**src/rtl/pipe_stage_latch.sv**
```systemverilog
// ---------------------------------------------------------------------------
// pipe_stage_latch
//   General inter-stage pipeline register for the MIPS datapath. It carries a
//   packed control word and NUM_CH data channels through STAGES chained slots.
//   Each slot has its own valid bit. The block supports stall (hold), flush
//   (bubble injection) and bubble collapsing.
//   All slots update on the falling edge of clk.
//
//   Optional build macro: PIPE_LATCH_STATS_EN
//     When defined, saturating stall and bubble statistics counters are built.
//     When undefined, stall_cnt and bubble_cnt are tied to zero.
//
// Ports
//   clk         pipeline clock (falling-edge active)
//   reset       asynchronous, active-high
//   in_valid    upstream entry is a real instruction
//   in_ctrl     upstream control word
//   in_data     packed channels, channel k at [k*DATA_W +: DATA_W]
//   stall       downstream cannot take the last slot this cycle
//   flush       squash every slot
//   in_ready    slot 0 loads at the next falling edge
//   out_valid   valid bit of the last slot
//   out_ctrl    control word of the last slot
//   out_data    data of the last slot
//   stall_cnt   cycles the last slot was valid but stalled
//   bubble_cnt  cycles the last slot was empty
// ---------------------------------------------------------------------------
`timescale 1ns/1ps

module pipe_stage_latch #(
  parameter int DATA_W = 32,
  parameter int NUM_CH = 4,
  parameter int CTRL_W = 24,
  parameter int STAGES = 1,
  parameter int CNT_W  = 16
) (
  input  logic                     clk,
  input  logic                     reset,
  input  logic                     in_valid,
  input  logic [CTRL_W-1:0]        in_ctrl,
  input  logic [NUM_CH*DATA_W-1:0] in_data,
  input  logic                     stall,
  input  logic                     flush,
  output logic                     in_ready,
  output logic                     out_valid,
  output logic [CTRL_W-1:0]        out_ctrl,
  output logic [NUM_CH*DATA_W-1:0] out_data,
  output logic [CNT_W-1:0]         stall_cnt,
  output logic [CNT_W-1:0]         bubble_cnt
);

  localparam int PAY_W = NUM_CH * DATA_W;

  logic [STAGES-1:0] valid_r;
  logic [CTRL_W-1:0] ctrl_r [STAGES];
  logic [PAY_W-1:0]  data_r [STAGES];

  logic [STAGES-1:0] adv_s;
  logic              adv_acc_s;
  logic [STAGES-1:0] src_valid_s;
  logic [CTRL_W-1:0] src_ctrl_s [STAGES];
  logic [PAY_W-1:0]  src_data_s [STAGES];

  // Advance chain, evaluated from the output side backwards. An empty slot
  // may always advance, which is what squeezes bubbles out behind a stall.
  always_comb begin
    adv_s = {STAGES{1'b0}};
    adv_acc_s = !stall || !valid_r[STAGES-1];
    adv_s[STAGES-1] = adv_acc_s;
    for (int i = STAGES - 2; i >= 0; i--) begin
      adv_acc_s = !valid_r[i] || adv_acc_s;
      adv_s[i] = adv_acc_s;
    end
  end

  // Load source for each slot: the ports for slot 0, otherwise the upstream slot.
  always_comb begin
    src_valid_s = {STAGES{1'b0}};
    for (int i = 0; i < STAGES; i++) begin
      src_ctrl_s[i] = {CTRL_W{1'b0}};
      src_data_s[i] = {PAY_W{1'b0}};
    end
    src_valid_s[0] = in_valid;
    src_ctrl_s[0]  = in_ctrl;
    src_data_s[0]  = in_data;
    for (int i = 1; i < STAGES; i++) begin
      src_valid_s[i] = valid_r[i-1];
      src_ctrl_s[i]  = ctrl_r[i-1];
      src_data_s[i]  = data_r[i-1];
    end
  end

  // Slot registers. Flush beats stall and advance and keeps data. A bubble
  // that loads into a slot always carries an all-zero control word.
  always_ff @(negedge clk or posedge reset) begin
    if (reset) begin
      for (int i = 0; i < STAGES; i++) begin
        valid_r[i] <= 1'b0;
        ctrl_r[i]  <= {CTRL_W{1'b0}};
        data_r[i]  <= {PAY_W{1'b0}};
      end
    end else if (flush) begin
      for (int i = 0; i < STAGES; i++) begin
        valid_r[i] <= 1'b0;
        ctrl_r[i]  <= {CTRL_W{1'b0}};
      end
    end else begin
      for (int i = 0; i < STAGES; i++) begin
        if (adv_s[i]) begin
          valid_r[i] <= src_valid_s[i];
          ctrl_r[i]  <= src_valid_s[i] ? src_ctrl_s[i] : {CTRL_W{1'b0}};
          data_r[i]  <= src_data_s[i];
        end
      end
    end
  end

  assign in_ready  = adv_s[0];
  assign out_valid = valid_r[STAGES-1];
  assign out_ctrl  = ctrl_r[STAGES-1];
  assign out_data  = data_r[STAGES-1];

`ifdef PIPE_LATCH_STATS_EN
  logic [CNT_W-1:0] stall_cnt_r;
  logic [CNT_W-1:0] bubble_cnt_r;

  function automatic logic [CNT_W-1:0] sat_inc(input logic [CNT_W-1:0] v);
    if (v == {CNT_W{1'b1}}) begin
      sat_inc = v;
    end else begin
      sat_inc = v + {{(CNT_W-1){1'b0}}, 1'b1};
    end
  endfunction

  // Saturating statistics. Only reset clears them; flush does not.
  always_ff @(negedge clk or posedge reset) begin
    if (reset) begin
      stall_cnt_r  <= {CNT_W{1'b0}};
      bubble_cnt_r <= {CNT_W{1'b0}};
    end else begin
      if (stall && valid_r[STAGES-1] && !flush) begin
        stall_cnt_r <= sat_inc(stall_cnt_r);
      end
      if (!valid_r[STAGES-1]) begin
        bubble_cnt_r <= sat_inc(bubble_cnt_r);
      end
    end
  end

  assign stall_cnt  = stall_cnt_r;
  assign bubble_cnt = bubble_cnt_r;
`else
  assign stall_cnt  = {CNT_W{1'b0}};
  assign bubble_cnt = {CNT_W{1'b0}};
`endif

endmodule
```
**config.mk**
```make
export PLATFORM = sky130hd
export DESIGN_NAME = pipe_stage_latch
export DESIGN_NICKNAME = d
export VERILOG_FILES = /design/src/rtl/pipe_stage_latch.sv
export SDC_FILE = /design/constraint.sdc
export NUM_CORES = 1
export LEC_CHECK = 0
export BUFFER_PORTS_ARGS = -buffer_cell sky130_fd_sc_hd__buf_2
export CAP_MARGIN = 10
export CORE_AREA = 2 2 134 136
export CTS_CLUSTER_DIAMETER = 50
export DETAILED_ROUTE_END_ITERATION = 8
export DIE_AREA = 0 0 136 138
export PLACE_DENSITY = 0.69
export SETUP_SLACK_MARGIN = 0.2
export SLEW_MARGIN = 20
export SYNTH_ARGS = -nofsm -noshare
export SYNTH_HDL_FRONTEND = slang
export SYNTH_SLANG_ARGS = --single-unit
```
**constraint.sdc**
```tcl
create_clock -name clk -period 12 [get_ports clk]
set_input_delay 1.2 -clock clk [delete_from_list [all_inputs] [get_ports clk]]
set_output_delay 1.2 -clock clk [all_outputs]
set_load 0.05 [all_outputs]
```
# Word level (Yosys, flattened, before mapping)
# Cells that the tools add are included.
# Widths: inputs -> output; s select.
dict set report word_totals {
  reg_bits 153
  in_bits 157
  output_inout_bits 186
  word_cells 14
}
dict set report op_classes {
  n_mux 5
  bitwise_logic 1
  n_reduce_logical 5
}
# cell n
set op_table {}
lappend op_table {{$mux 24} 3}
lappend op_table {{$logic_not 1->1} 2}
lappend op_table {{$mux 1} 2}
lappend op_table {{$reduce_and 2->1} 1}
lappend op_table {{$reduce_bool 2->1} 1}
lappend op_table {{$logic_or 1x1->1} 1}
lappend op_table {{$not 1->1} 1}

# Logic depth before layout (Yosys ltp)
dict set report depth {
  word_depth 4
  depth_mapped 6
  ltp_nobuf 4
}

==> qor.csv <==
stage;metric;value;unit
detailed_routing;drt first pass iters;5;
detailed_routing;DRT Wirelength;14700;um
synth;Syn Std Cell Area;6570;um^2
setup_path;CP arrival;7830;ps
detailed_routing;DRC;0;
detailed_routing;ANT nets after route;0;
sta;Fin Setup TNS;0;ps
synth;Post-Synthesis Cells;417;
synth;Cell variety after synth;17;
clock_tree;CTS Buffer Depth;2;
setup_path;Worst Setup End Kind;output port;
sta;clock skew;4.93;ps
cells_and_area;Antenna Cells;0;
power;logic gate share of total power;28.4;%
cells_and_area;# nets final;882;
setup_path;WP data required;10800;ps
global_routing;first-pass GRT wire length;23000;um
synth;Seq/Total Area, Yosys;58.3;%
floorplan;die area;18800;um^2
clock_tree;hold-fix buffers at CTS;0;
clock_tree;post-CTS sizing;0;
floorplan;Chip Width;136;um
power;clock share of power;32.8;%
floorplan;I/O pin count;343;
power;worst ir drop on vdd;0.0000923;V
global_routing;GR Overflow Total;0;
synth;register bit count reported by yosys;153;
clock_tree;CTS tree;built;
cells_and_area;Finished Core Util;49.1;%
clock_tree;htree depth;4;
synth;Synth Flop Type;dfrtn_1;
cells_and_area;area grow syn2layout;31.0;%
detailed_routing;drt initial violations;157;
sta;slew margin rel.;42.4;%
power;P_leak;0.00451;uW
synth;top post-synthesis cells by count;153 x dfrtn_1, 100 x mux2_4, 32 x buf_4, 28 x mux2_2;
synth;area leader, netlist;dfrtn_1;
setup_path;Startpoint Class;register;
detailed_routing;via count;4292;
synth;Synth top area share;58.3;%
outcome;status;finished clean;
placed_design;IO buf count;310;
sta;Slew Limit Fails;0;
sta;Worst Hold Slack;446;ps
synth;Async SR Flop Fraction;100;%
sta;Worst-Margin Slew;863;ps
power;overall power;1580;uW
synth;EDFF count, synth;0;
synth;dominant cell by count in the synthesized netlist;dfrtn_1;
setup_path;worst reg2reg setup slack;9950;ps
setup_path;WS Path Type;register to output port;
global_routing;Total GRT Usage;15.8;%
sta;unrepaired setup endpoints after global routing;false;
clock_tree;worst skew pair latency;390;ps
clock_tree;setup bufs post-CTS;0;
clock_tree;CTS sink cnt;153;
worst_hold_path;min-delay worst type;register to register;
power;switch share;35.8;%
global_routing;initial antenna violation count;0;
floorplan;Core Area;17500;um^2
floorplan;initial core utilization;37.5;%
global_routing;largest net degree at the start of global routing;86;
cells_and_area;fraction of layout cells with a size suffix above 1;64.8;%
sta;final hold vios;0;
clock_tree;Clock Pin Slew Worst Setup and Hold Paths;50;ps
clock_tree;TritonCTS Buffers;17;
setup_path;crit path max fanout;27;
detailed_routing;Via-to-Cell Ratio;4.44;
floorplan;Die Y;138;um
floorplan;row count;49;
power;Cell Pwr Density;183;nW/um^2
power;internal power;1010;uW
synth;top cells by area, synth;dfrtn_1 58%, mux2_4 23%, mux2_2 4.8%;
power;P_sw;564;uW
sta;final setup fails;0;
placed_design;DP HPWL;10400;um
run;max_cap viols;0;
detailed_routing;drt wl/cell;15.2;um
synth;Synthesis Warnings;0;
clock_tree;clk root buf;clkbuf_16;
placed_design;Placer Congestion;0.760;
synth;Avg Cell Area, Syn;15.8;um^2
power;Reg power frac;38.7;%
global_routing;number of global-route vias before repair;4387;
cells_and_area;filler instances;1586;
==> routing by layer <==
layer,share of wire [%],vias to the layer above,track usage [%],wire length (um)
met5,0,-,0,0
met4,2.7,0,6.91,401
met3,8.5,30,5.06,1240
met2,50,213,26.1,7270
met1,39,2067,18.7,5750
li1,-,1982,-,-
==> layout make-up <==
type / instances / area, um^2 / area share (%)
Sequential cell: 153 / 3830 / 44.5
Tap cell: 229 / 287 / 3.33
Clock buffer: 18 / 439 / 5.10
Timing Repair Buffer: 315 / 1600 / 18.6
Clock inverter: 14 / 135 / 1.57
Inverter: 2 / 12.5 / 0.145
Multi-Input combinational cell: 236 / 2300 / 26.7
==> state kept, by name, summed over array words and instances, names as in the netlist <==
| signal | cells |
|---|---|
| out_data | 128 |
| out_ctrl | 24 |
| out_valid | 1 |
==> power by group through the flow <==
stage	Sequential, uW	Clock, uW	Combinational, uW
after floorplan	824	0	153
after global placement	617	0	446
after detailed placement	618	0	451
after CTS	611	534	451
after global routing	618	561	467
final	610	517	448
==> metrics by stage <==
step / std cells / area (um^2) / setup WS, ps
finish: 967 / 8600 / 2970
global placement: 935 / 8030 / 3020
detailed placement: 935 / 8030 / 3010
CTS: 967 / 8600 / 2970
global route: 967 / 8600 / 2890
floorplan: 448 / 6690 / 844
==> final timing paths <==
path	from	to	cells past startpoint
worst max-delay path	out_valid	in_ready	4
worst min-delay path	out_data[73]	out_data[73]	1
worst max register to register	out_valid	out_data[10]	5
worst min register to register	out_data[73]	out_data[73]	1
max in group asynchronous	reset	out_data[97]	3
min in group asynchronous	reset	out_data[95]	2
==> logic make-up after synthesis <==
family	Yosys count	share of synthesized area, %
flops	153	58.3
mux	128	27.7
simple gates	52	3.71
other cells	1	0.0571
compound gates	24	1.83
buf+inv	59	8.46
==> worst max-delay path, cell delays in order (launching register included) <==
cell and delay [ps]:
dfrtn_1 360, and2_1 140, buf_4 230, inv_2 360, buf_2 340
==> placed cells by master (no fill, tap or decap), drive strengths merged <==
master,instances
nor2,3
mux2,128
clkinvlp,3
bufinv,1
nand3,24
dfrtn,153
clkinv,4
clkbuf,18
nand2,24
conb,32
inv,8
buf,315
a21oi,24
and2,1
Power figures use the tool's default switching activity.
